$ cat src/rtl/sram_arb_pkg.sv
// rtl/sram_arb_pkg.sv - shared types and constants for the state-RAM port arbiter
package sram_arb_pkg;

    typedef enum logic [1:0] {
        IDLE  = 2'd0,
        GRANT = 2'd1,
        TURN  = 2'd2
    } arb_state_t;

    localparam int SRAM_ARB_ADDR_W = 8;
    localparam int SRAM_ARB_DATA_W = 8;

    localparam int REQ_INIT = 0;
    localparam int REQ_SHUF = 1;
    localparam int REQ_HOST = 2;

endpackage

$ cat src/rtl/sram_port_arbiter_arb_pick.sv
// rtl/sram_port_arbiter_arb_pick.sv - combinational one-hot winner search over pending requests
module arb_pick #(
    parameter int N_REQ = 3,
    parameter int PTR_W = 2
) (
    input  logic [N_REQ-1:0] i_req,
    input  logic [N_REQ-1:0] i_excl,
    input  logic [PTR_W-1:0] i_start,
    output logic [N_REQ-1:0] o_gnt,
    output logic [PTR_W-1:0] o_idx,
    output logic             o_any
);

    logic [N_REQ-1:0] w_cand;
    logic [PTR_W-1:0] w_pos;

    assign w_cand = i_req & ~i_excl;

    // Circular scan from i_start; the first pending candidate wins.
    always_comb begin
        o_gnt = '0;
        o_idx = '0;
        o_any = 1'b0;
        w_pos = '0;
        for (int k = 0; k < N_REQ; k++) begin
            w_pos = PTR_W'((int'(i_start) + k) % N_REQ);
            if (!o_any && w_cand[w_pos]) begin
                o_any        = 1'b1;
                o_idx        = w_pos;
                o_gnt[w_pos] = 1'b1;
            end
        end
    end

endmodule

$ cat src/rtl/sram_port_arbiter.sv
// rtl/sram_port_arbiter.sv - req/gnt arbiter that owns the single state-RAM port
// Optional: SRAM_ARB_ROUND_ROBIN_EN selects round-robin instead of fixed priority.
module sram_port_arbiter
    import sram_arb_pkg::*;
#(
    parameter int N_REQ    = 3,
    parameter int ADDR_W   = SRAM_ARB_ADDR_W,
    parameter int DATA_W   = SRAM_ARB_DATA_W,
    parameter int MAX_HOLD = 0
) (
    input  logic                     clk,
    input  logic                     rst_n,
    input  logic [N_REQ-1:0]         req,
    output logic [N_REQ-1:0]         gnt,
    input  logic [N_REQ*ADDR_W-1:0]  req_addr,
    input  logic [N_REQ*DATA_W-1:0]  req_wrdata,
    input  logic [N_REQ-1:0]         req_wren,
    output logic [ADDR_W-1:0]        mem_addr,
    output logic [DATA_W-1:0]        mem_wrdata,
    output logic                     mem_wren,
    input  logic [DATA_W-1:0]        mem_rddata,
    output logic [DATA_W-1:0]        rd_data,
    output logic [N_REQ-1:0]         rd_valid
);

    localparam int PTR_W  = $clog2(N_REQ);
    localparam int HOLD_W = (MAX_HOLD > 0) ? $clog2(MAX_HOLD + 1) : 1;
    localparam logic [HOLD_W-1:0] HOLD_MAX  = HOLD_W'(MAX_HOLD);
    localparam logic [HOLD_W-1:0] HOLD_LAST = HOLD_W'((MAX_HOLD > 0) ? MAX_HOLD - 1 : 0);

    arb_state_t        r_state, w_state_nxt;
    logic [N_REQ-1:0]  r_gnt, w_gnt_nxt;
    logic [PTR_W-1:0]  r_owner, w_owner_nxt;
    logic [N_REQ-1:0]  r_rd_valid, w_rd_valid_nxt;
    logic [HOLD_W-1:0] r_hold_cnt, w_hold_nxt;

    logic              w_access;
    logic              w_others;
    logic              w_revoke;
    logic [N_REQ-1:0]  w_owner_oh;
    logic [N_REQ-1:0]  w_excl;
    logic [PTR_W-1:0]  w_start;
    logic [N_REQ-1:0]  w_pick_gnt;
    logic [PTR_W-1:0]  w_pick_idx;
    logic              w_pick_any;

    // r_owner survives the release so a late read still finds its way home during TURN.
    assign w_owner_oh = N_REQ'(1) << r_owner;
    assign w_access   = (r_state == GRANT) && req[r_owner];
    assign w_others   = |(req & ~w_owner_oh);
    assign w_revoke   = (MAX_HOLD != 0) && w_others && (r_hold_cnt >= HOLD_LAST);
    assign w_excl     = ((r_state == TURN) && w_others) ? w_owner_oh : '0;

    arb_pick #(
        .N_REQ (N_REQ),
        .PTR_W (PTR_W)
    ) u_pick (
        .i_req   (req),
        .i_excl  (w_excl),
        .i_start (w_start),
        .o_gnt   (w_pick_gnt),
        .o_idx   (w_pick_idx),
        .o_any   (w_pick_any)
    );

`ifdef SRAM_ARB_ROUND_ROBIN_EN
    logic [PTR_W-1:0] r_rr_ptr;

    always_ff @(posedge clk) begin
        if (!rst_n) begin
            r_rr_ptr <= '0;
        end else if ((r_state != GRANT) && w_pick_any) begin
            r_rr_ptr <= (w_pick_idx == PTR_W'(N_REQ - 1)) ? '0 : w_pick_idx + 1'b1;
        end
    end

    assign w_start = r_rr_ptr;
`else
    assign w_start = '0;
`endif

    always_comb begin
        w_state_nxt    = r_state;
        w_gnt_nxt      = r_gnt;
        w_owner_nxt    = r_owner;
        w_hold_nxt     = r_hold_cnt;
        w_rd_valid_nxt = (w_access && !req_wren[r_owner]) ? w_owner_oh : '0;
        case (r_state)
            IDLE, TURN: begin
                if (w_pick_any) begin
                    w_state_nxt = GRANT;
                    w_gnt_nxt   = w_pick_gnt;
                    w_owner_nxt = w_pick_idx;
                    w_hold_nxt  = '0;
                end else begin
                    w_state_nxt = IDLE;
                    w_gnt_nxt   = '0;
                end
            end
            GRANT: begin
                w_hold_nxt = (r_hold_cnt == HOLD_MAX) ? r_hold_cnt : r_hold_cnt + 1'b1;
                if (!req[r_owner] || w_revoke) begin
                    w_state_nxt = TURN;
                    w_gnt_nxt   = '0;
                end
            end
            default: begin
                w_state_nxt = IDLE;
                w_gnt_nxt   = '0;
            end
        endcase
    end

    always_ff @(posedge clk) begin
        if (!rst_n) begin
            r_state    <= IDLE;
            r_gnt      <= '0;
            r_owner    <= '0;
            r_rd_valid <= '0;
            r_hold_cnt <= '0;
        end else begin
            r_state    <= w_state_nxt;
            r_gnt      <= w_gnt_nxt;
            r_owner    <= w_owner_nxt;
            r_rd_valid <= w_rd_valid_nxt;
            r_hold_cnt <= w_hold_nxt;
        end
    end

    assign gnt        = r_gnt;
    assign rd_valid   = r_rd_valid;
    assign rd_data    = mem_rddata;
    assign mem_wren   = w_access && req_wren[r_owner];
    assign mem_addr   = (r_state == GRANT) ? req_addr[int'(r_owner) * ADDR_W +: ADDR_W] : '0;
    assign mem_wrdata = (r_state == GRANT) ? req_wrdata[int'(r_owner) * DATA_W +: DATA_W] : '0;

endmodule

$ cat config.mk
export PLATFORM = sky130hd
export DESIGN_NAME = sram_port_arbiter
export DESIGN_NICKNAME = d
export VERILOG_FILES = /design/src/rtl/sram_arb_pkg.sv /design/src/rtl/sram_port_arbiter_arb_pick.sv /design/src/rtl/sram_port_arbiter.sv
export SDC_FILE = /design/constraint.sdc
export NUM_CORES = 1
export LEC_CHECK = 0
export ABC_AREA = 1
export BUFFER_PORTS_ARGS = -buffer_cell sky130_fd_sc_hd__buf_2
export CAP_MARGIN = 15
export CORE_MARGIN = 1
export CORE_UTILIZATION = 23
export CTS_CLUSTER_DIAMETER = 80
export DETAILED_ROUTE_END_ITERATION = 12
export PLACE_DENSITY = 0.63
export SLEW_MARGIN = 20
export SYNTH_ARGS = -nofsm -noshare
export SYNTH_HDL_FRONTEND = slang
export SYNTH_SLANG_ARGS = --single-unit
export TNS_END_PERCENT = 1
$ cat constraint.sdc
create_clock -name clk -period 2.8 [get_ports clk]
set_input_delay 0.42 -clock clk [delete_from_list [all_inputs] [get_ports clk]]
set_output_delay 0.42 -clock clk [all_outputs]
set_load 0.01 [all_outputs]
==> reports/summary.txt, run 1 <==
Hold_sp -> gnt[1]
Fin. max-slew vios -> 0
CP bufs+invs -> 2
RSZ-0062 raised after global routing -> no
Max-cap viol count -> 0
Dpl cell area -> 0.001316 mm2
Share of the synthesized area in the top cell type -> 0.3135
Layout cells sized above 1 -> 0.4204
Final hold slack -> 465.7 ps
Clock transition at the registers of the reported paths -> 50 ps
Max Freq -> 474.7 MHz
# IOs -> 95
RePlAce Congestion -> 0.8028
Period Utilization, post-route -> 0.7524
R2R Setup Slk -> 1220 ps
DRT Pass-1 Iters -> 4
Crit path largest cell delay -> 560 ps
Hold Buf Count CTS -> 0
CP Capture Type -> output pin
Area Overhead vs Synth -> 44.97%
Combinational power share -> 0.345
H-tree depth -> 1
Final setup violating endpoints -> 0
# placed instances -> 289
Row count -> 22
Via density -> 4.198
Final wirelength -> 2802 um
HP Class -> flip-flop to flip-flop
Dpl ws -> 907.6 ps
PostCTS Resize Cnt -> 0
Worst path slowest cell -> nor2_2
Primary FF master, synth -> dfxtp_1
Post-synth top cells -> 79 x nand2_1, 20 x nand3_1, 19 x inv_1
Cells after synthesis -> 175
Most numerous cell in the Yosys netlist -> nand2_1
Overflow after GRT -> 0
Hold Fails Final Rpt -> 0
Antenna cells -> 0
Crit path max-delay family -> simple AND/OR/NAND/NOR gates
Core Region -> 0.003799 mm2
Power Internal -> 0.3487 mW
Post-synth EDFFs -> 0
Synthesized cell area -> 945.9 um2
Slew HR -> 0.5204
Register area share after synthesis -> 0.2116
R2R depth -> 6
Sequential share of power -> 0.301
CP max FO -> 17
Num CTS Buffers -> 3
DP HPWL -> 2145 um
Util after Layout -> 0.3610
Syn_nets -> 239
R2r endpoint -> rd_valid[0]
Pwr Density -> 375.1 mW/mm2
Status -> finished, final reports clean
Yosys top cell by area -> nand2_1
Final clock skew -> 4.405 ps
Vias in the first global route -> 967
Max rail drop VDD -> 0.0003243 V
Sw Ratio -> 0.3220
Synth unique cells -> 16
Clock Power Share -> 0.354
Starting density of the core -> 0.2490
Net count, final -> 310
DRT antenna net count -> 0
Vert. Die Dim -> 66.13 um
Full die area -> 0.004373 mm2
Net Switching -> 0.1656 mW
Synth top area cells -> nand2_1 31%, dfxtp_1 21%, nand3_1 11%
TritonCTS clock tree -> built
Leak -> 0.8794 nW
Chip Width -> 66.13 um
Fillcell total -> 398
Worst Hold End -> gnt[1]
Total power -> 0.5143 mW
Port bufs -> 78
Worst Slack Setup Final -> 693.4 ps
Post-CTS Repair Setup Buffers -> 0
Design Area, Final -> 0.001371 mm2
GR Util All Layers -> 0.1227
CP Data Required Time -> 2380 ps
CP startpoint kind -> flip-flop
Vias -> 1230
Critical R2R Launch -> r_state[0]
Crit path cell chain -> inv_2 > nor2_2 > nand2_2 > nor2_1 > buf_2
Initial antenna violation count -> 0
TNS Setup -> 0 ps
Root Buffer -> clkbuf_8
Synth Warn # -> 0
Worst setup path class -> flip-flop to output pin
Mean area per synthesized cell -> 5.405 um2
WL/cell -> 9.563 um
Worst Hold Path Cells -> 2
Finished Layout Cells -> 293
Period minus WS final -> 2107 ps
Worst-Skew Late Latency -> 240 ps
Pin count of the biggest net entering global routing -> 20
Clk sinks -> 10
Synthesized flop and latch total -> 10
Iteration-0 DRC Markers -> 23
Worst-Margin Slew -> 718.6 ps
Drt drc -> 0
Async set-or-reset flop fraction in the synthesized netlist -> 0
Max clock buf depth -> 2
First-pass GRT wire length -> 4064 um
Critical path arrival -> 1690 ps
==> tightest hold or removal path: stages, from the launching register on <==
cell and delay (ps):
dfxtp_1 300, nand2_1 60, a21oi_1 50
==> power groups by stage <==
stage | Clock, mW | Sequential, mW | Combinational, mW
final | 0.182 | 0.155 | 0.178
after global routing | 0.196 | 0.155 | 0.202
after CTS | 0.187 | 0.155 | 0.181
after detailed placement | 0 | 0.157 | 0.180
after global placement | 0 | 0.157 | 0.180
after floorplan | 0 | 0.158 | 0.114
==> logic make-up (layout without fill, tap and decap cells) <==
logic type,count (synthesis),after routing,synth area share
AO/OA/AOI/OAI,8,8,0.05027
buffers and inverters,39,109,0.1918
flip-flops,10,10,0.2116
AND/OR/NAND/NOR,118,118,0.5463
==> worst max-delay path by stage <==
| stage | startpoint | end | cells past startpoint |
|---|---|---|---|
| 3_3_place_gp | r_state[0] | mem_wren | 5 |
| 4_1_cts | r_state[0] | mem_wren | 5 |
| 3_5_place_dp | r_state[0] | mem_wren | 5 |
| 2_1_floorplan | r_state[0] | mem_addr[4] | 5 |
| 5_1_grt | r_state[0] | mem_wren | 5 |
| 6_report | r_state[0] | mem_wren | 5 |
==> cell type report <==
class	count	area, um2	share of cell area
inverter	27	101.3	0.07390
multi-input combinational	126	564.3	0.4115
sequential	10	200.2	0.1460
tap	48	60.06	0.04380
clock buffer	4	55.05	0.04015
timing repair buffer	78	390.4	0.2847
==> cells in the final DEF (no fill, tap or decap) <==
cell      count
nand2_1      79
dfxtp_1      10
nor2_1        6
buf_2        78
clkbuf_8      4
a21oi_2       1
nor2_4        1
nor4_1        1
nor2_2        1
nand3_2       3
inv_2         8
inv_1        19
a21oi_1       6
a22o_1        1
nand3_1      20
nand2_2       7
==> sequential cells by signal, indices dropped and copies added (netlist names) <==
name      flops
gnt           3
r_owner       2
r_state       2
rd_valid      3
==> routing by layer <==
| layer | track usage | part of all wire |
|---|---|---|
| met3 | 0.03276 | 0.14 |
| met4 | 0.04787 | 0.012 |
| met2 | 0.2156 | 0.43 |
| met1 | 0.1393 | 0.42 |
| met5 | 0 | 0 |
Note: power is estimated with default switching activity, not from simulation.
==> inputs of run 2 (changes only) <==
--- a/config.mk
+++ b/config.mk
@@ -12,7 +12,7 @@
 export CORE_UTILIZATION = 23
 export CTS_CLUSTER_DIAMETER = 80
 export DETAILED_ROUTE_END_ITERATION = 12
-export PLACE_DENSITY = 0.63
+export PLACE_DENSITY = 0.65
 export SLEW_MARGIN = 20
 export SYNTH_ARGS = -nofsm -noshare
 export SYNTH_HDL_FRONTEND = slang
==> constraint.sdc (replaced) <==
create_clock -name clk -period 1.9 [get_ports clk]
set_input_delay 0.285 -clock clk [delete_from_list [all_inputs] [get_ports clk]]
set_output_delay 0.285 -clock clk [all_outputs]
set_load 0.01 [all_outputs]
==> run 2 against run 1 <==
  * Global-route usage up 1.5 points
  * Clock-buffer cell count unchanged
  * Die area unchanged
  * Final cell count up 0.34%
  * Cell area up 1.1%
  * Worst setup slack worse by 500 ps
  * Non-clock buffer count up 1
  * Critical endpoint unchanged
  * Largest cell class unchanged
==> reports/summary.txt, run 2 (synthesized netlist as in run 1, its figures left out) <==
Clk sinks -> 10
CP Capture Type -> output pin
HP Class -> primary input to flip-flop
Worst Hold Path Cells -> 3
WL/cell -> 9.864 um
Antenna cells -> 0
Pin count of the biggest net entering global routing -> 20
Vias in the first global route -> 1150
R2r endpoint -> rd_valid[1]
Critical path arrival -> 1420 ps
First-pass GRT wire length -> 4788 um
PostCTS Resize Cnt -> 0
Worst Hold End -> rd_valid[0]
Final setup violating endpoints -> 0
Worst path slowest cell -> dfxtp_1
Full die area -> 0.004373 mm2
CP Data Required Time -> 1620 ps
Layout cells sized above 1 -> 0.4228
Root Buffer -> clkbuf_8
Status -> finished, final reports clean
TNS Setup -> 0 ps
Leak -> 0.8844 nW
Worst-Margin Slew -> 223.0 ps
RSZ-0062 raised after global routing -> no
Max Freq -> 585.3 MHz
Most frequent cells in the layout -> 79 x nand2_1, 78 x buf_2, 20 x nand3_1, 19 x inv_1, 10 x dfxtp_1
R2R Setup Slk -> 610 ps
Worst-Skew Late Latency -> 240 ps
Crit path cell chain -> inv_2 > nand2_2 > inv_4 > a22o_1 > a21oi_2 > nor2_1 > buf_2
Final wirelength -> 2900 um
Period minus WS final -> 1708 ps
Port bufs -> 78
DP HPWL -> 2301 um
Crit path max-delay family -> flip-flops
Period Utilization, post-route -> 0.8992
Max-cap viol count -> 0
Dpl ws -> 360.7 ps
R2R depth -> 9
Slew HR -> 0.8508
H-tree depth -> 1
Final clock skew -> 5.787 ps
CP startpoint kind -> flip-flop
Vias -> 1263
Hold Fails Final Rpt -> 0
Fin. max-slew vios -> 0
Core Region -> 0.003799 mm2
Total power -> 0.7638 mW
Max clock buf depth -> 2
Net count, final -> 311
Num CTS Buffers -> 3
Area Overhead vs Synth -> 46.56%
Initial antenna violation count -> 0
DRT Pass-1 Iters -> 4
Vert. Die Dim -> 66.13 um
Iteration-0 DRC Markers -> 42
Hold_sp -> rst_n
DRT antenna net count -> 0
CP bufs+invs -> 3
Max rail drop VDD -> 0.0004512 V
TritonCTS clock tree -> built
Drt drc -> 0
Hold Buf Count CTS -> 0
CP max FO -> 19
RePlAce Congestion -> 0.8530
Row count -> 22
Chip Width -> 66.13 um
GR Util All Layers -> 0.1380
# IOs -> 95
Clock transition at the registers of the reported paths -> 50 ps
Critical R2R Launch -> r_owner[0]
Overflow after GRT -> 0
Worst setup path class -> flip-flop to output pin
Via density -> 4.296
Starting density of the core -> 0.2490
Pwr Density -> 551.0 mW/mm2
Commonest non-fill, non-tap cell in the layout -> nand2_1
Crit path largest cell delay -> 370 ps
Worst Slack Setup Final -> 191.6 ps
Post-CTS Repair Setup Buffers -> 0
run 2: changes by cell type in the layout (fill, tap and decap cells not counted), sizes merged:
cell	change
buf	+1
run 2: worst register-to-register path, delay by kind of cell (launching register included):
kind                   cells  cell delay (ps)
AND/OR/NAND/NOR            6              550
buffers and inverters      3              340
flip-flops                 1              330
run 2: through the flow:
step / instances / utilization / hold WS (ps) / area, um2
floorplan: 175 / - / 432.1 / 945.9
global placement: 290 / 0.3485 / 452.8 / 1324
detailed placement: 290 / 0.3485 / 457.5 / 1324
CTS: 294 / 0.3630 / 328.4 / 1379
global route: 294 / 0.3650 / 337.9 / 1386
finish: 294 / 0.3650 / 336.4 / 1386
run 2: power by group:
part / switching (mW) / leakage [nW] / internal [mW]
clock: 0.0842 / 0.0288 / 0.182
combinational: 0.154 / 0.774 / 0.116
sequential: 0.00813 / 0.0816 / 0.220
run 2: area by class of cell:
cell class | instances | area, um2
fillers | 434 | 2412
multi-input cells | 126 | 564.3
repair buffers | 79 | 397.9
flip-flops and latches | 10 | 200.2
inverters | 27 | 108.9
well taps | 48 | 60.06
clock buffers | 4 | 55.05
run 2: how the worst max path moves through the flow:
stage	start	to	slack, ps	depth (start not counted)
floorplan	r_state[0]	mem_addr[4]	580	5
global placement	r_owner[1]	mem_wren	380	8
detailed placement	r_owner[0]	mem_wren	360	8
CTS	r_owner[0]	mem_wren	100	8
global route	r_owner[1]	mem_wren	70	7
finish	r_owner[0]	mem_wren	190	7
run 2: metal layers:
| metal | up-vias | track usage | share of wire |
|---|---|---|---|
| met5 | - | 0 | 0 |
| met4 | 0 | 0.05851 | 0.0031 |
| met3 | 2 | 0.01379 | 0.078 |
| met2 | 53 | 0.2513 | 0.48 |
| met1 | 543 | 0.1617 | 0.44 |
| li1 | 665 | - | - |
==> inputs of run 3 (changes only) <==
--- a/config.mk
+++ b/config.mk
@@ -12,6 +12,7 @@
 export CORE_UTILIZATION = 23
 export CTS_CLUSTER_DIAMETER = 80
 export DETAILED_ROUTE_END_ITERATION = 12
+export GPL_TIMING_DRIVEN = 0
 export PLACE_DENSITY = 0.65
 export SLEW_MARGIN = 20
 export SYNTH_ARGS = -nofsm -noshare
==> run 3 against run 2 <==
  * Clock power shrank 2%
  * Die area unchanged
  * First-iteration DRC count is 9.5% higher
  * Flip-flop and latch count did not move
  * Wire length grew 0.72%
  * Largest power group unchanged
  * Sequential power about the same
  * Critical path depth grew 2
  * Largest cell class unchanged
==> reports/summary.txt, run 3 (synthesized netlist as in run 1, its figures left out) <==
Clk sinks -> 10
Dpl cell area -> 0.001436 mm2
CP Data Required Time -> 1620 ps
CP max FO -> 10
Chip Width -> 66.13 um
Hold Buf Count CTS -> 0
GR Util All Layers -> 0.1343
Worst setup path class -> flip-flop to output pin
Net count, final -> 330
Area Overhead vs Synth -> 59.79%
Antenna cells -> 0
Vias -> 1315
Design Area, Final -> 0.001511 mm2
Period minus WS final -> 1742 ps
Hold Fails Final Rpt -> 0
Overflow after GRT -> 0
Pwr Density -> 522.4 mW/mm2
WL/cell -> 9.332 um
CP startpoint kind -> flip-flop
Post-CTS Repair Setup Buffers -> 0
Starting density of the core -> 0.2490
DP HPWL -> 2374 um
DRT Pass-1 Iters -> 4
Critical R2R Launch -> r_owner[0]
Sequential share of power -> 0.289
Vert. Die Dim -> 66.13 um
Leak -> 0.9694 nW
Vias in the first global route -> 1164
# IOs -> 95
TritonCTS clock tree -> built
Period Utilization, post-route -> 0.9170
Max-cap viol count -> 0
Core Region -> 0.003799 mm2
Net Switching -> 0.2516 mW
Pin count of the biggest net entering global routing -> 11
Finished Layout Cells -> 313
H-tree depth -> 1
Clock Power Share -> 0.332
Max Freq -> 573.9 MHz
Clock transition at the registers of the reported paths -> 50 ps
Initial antenna violation count -> 0
DRT antenna net count -> 0
Final setup violating endpoints -> 0
RSZ-0062 raised after global routing -> no
Most frequent cells in the layout -> 86 x buf_2, 79 x nand2_1, 20 x nand3_1, 19 x inv_1, 10 x dfxtp_1
Worst-Skew Late Latency -> 230 ps
Row count -> 22
Full die area -> 0.004373 mm2
Power Internal -> 0.5381 mW
Slew HR -> 0.8446
Layout cells sized above 1 -> 0.4642
Crit. Startpoint -> r_owner[0]
CP Capture Type -> output pin
Port bufs -> 86
RePlAce Congestion -> 0.8141
PostCTS Resize Cnt -> 1
Worst-Margin Slew -> 232.3 ps
Final clock skew -> 0.4432 ps
Fin. max-slew vios -> 0
HP Class -> primary input to flip-flop
Num CTS Buffers -> 3
Root Buffer -> clkbuf_8
Via density -> 4.201
Max clock buf depth -> 2
Sw Ratio -> 0.3186
Iteration-0 DRC Markers -> 46
# placed instances -> 309
Combinational power share -> 0.378
Max rail drop VDD -> 0.0004820 V
TNS Setup -> 0 ps
Status -> finished, final reports clean
First-pass GRT wire length -> 4650 um
Final wirelength -> 2921 um
Critical path arrival -> 1460 ps
Commonest non-fill, non-tap cell in the layout -> buf_2
Drt drc -> 0
Hold_sp -> rst_n
==> run 3: final timing paths <==
| kind | endpoint | slack, ps | cells after the start |
|---|---|---|---|
| setup / recovery | mem_wrdata[1] | 160 | 9 |
| hold / removal | rd_valid[1] | 340 | 3 |
| hold reg to reg | gnt[1] | 460 | 2 |
| setup reg to reg | rd_valid[2] | 630 | 9 |
==> run 3: worst max-delay path, cell delays in order (launching register included) <==
cell	delay [ps]
dfxtp_1	330
inv_2	70
nand2_2	70
inv_2	160
clkbuf_4	230
nand2_1	70
nand3_1	80
nand2_1	50
inv_1	50
buf_2	110
==> run 3: final cells by class <==
| class | count | area (um2) |
|---|---|---|
| Buffer | 12 | 90.09 |
| Clock buffer | 4 | 55.05 |
| Fill cell | 433 | 2287 |
| Inverter | 27 | 106.4 |
| Multi-Input combinational cell | 126 | 569.3 |
| Sequential cell | 10 | 200.2 |
| Tap cell | 48 | 60.06 |
| Timing Repair Buffer | 86 | 430.4 |
==> run 3: power groups by stage <==
stage | Clock [mW] | Sequential, mW | Combinational, mW
after floorplan | 0 | 0.233 | 0.168
after global placement | 0 | 0.232 | 0.293
after detailed placement | 0 | 0.232 | 0.295
after CTS | 0.271 | 0.228 | 0.298
after global routing | 0.280 | 0.230 | 0.336
final | 0.262 | 0.229 | 0.299
==> run 3: stage by stage <==
stage / util / hold slack [ps] / setup WS (ps) / power (mW)
floorplan: - / 432.1 / 579.8 / 0.4014
global placement: 0.3781 / 460.1 / 244.0 / 0.5250
detailed placement: 0.3781 / 456.6 / 231.2 / 0.5277
CTS: 0.3939 / 335.6 / 51.17 / 0.7974
global route: 0.3979 / 344.4 / 4.415 / 0.8458
finish: 0.3979 / 335.8 / 157.6 / 0.7897
==> run 3: metal layers <==
layer / up-vias / wire length [um] / track usage
met4: 0 / 8 / 0.02394
met1: 553 / 1295 / 0.1492
met3: 2 / 230 / 0.02586
met2: 53 / 1386 / 0.2615
li1: 707 / - / -
met5: - / 0 / 0
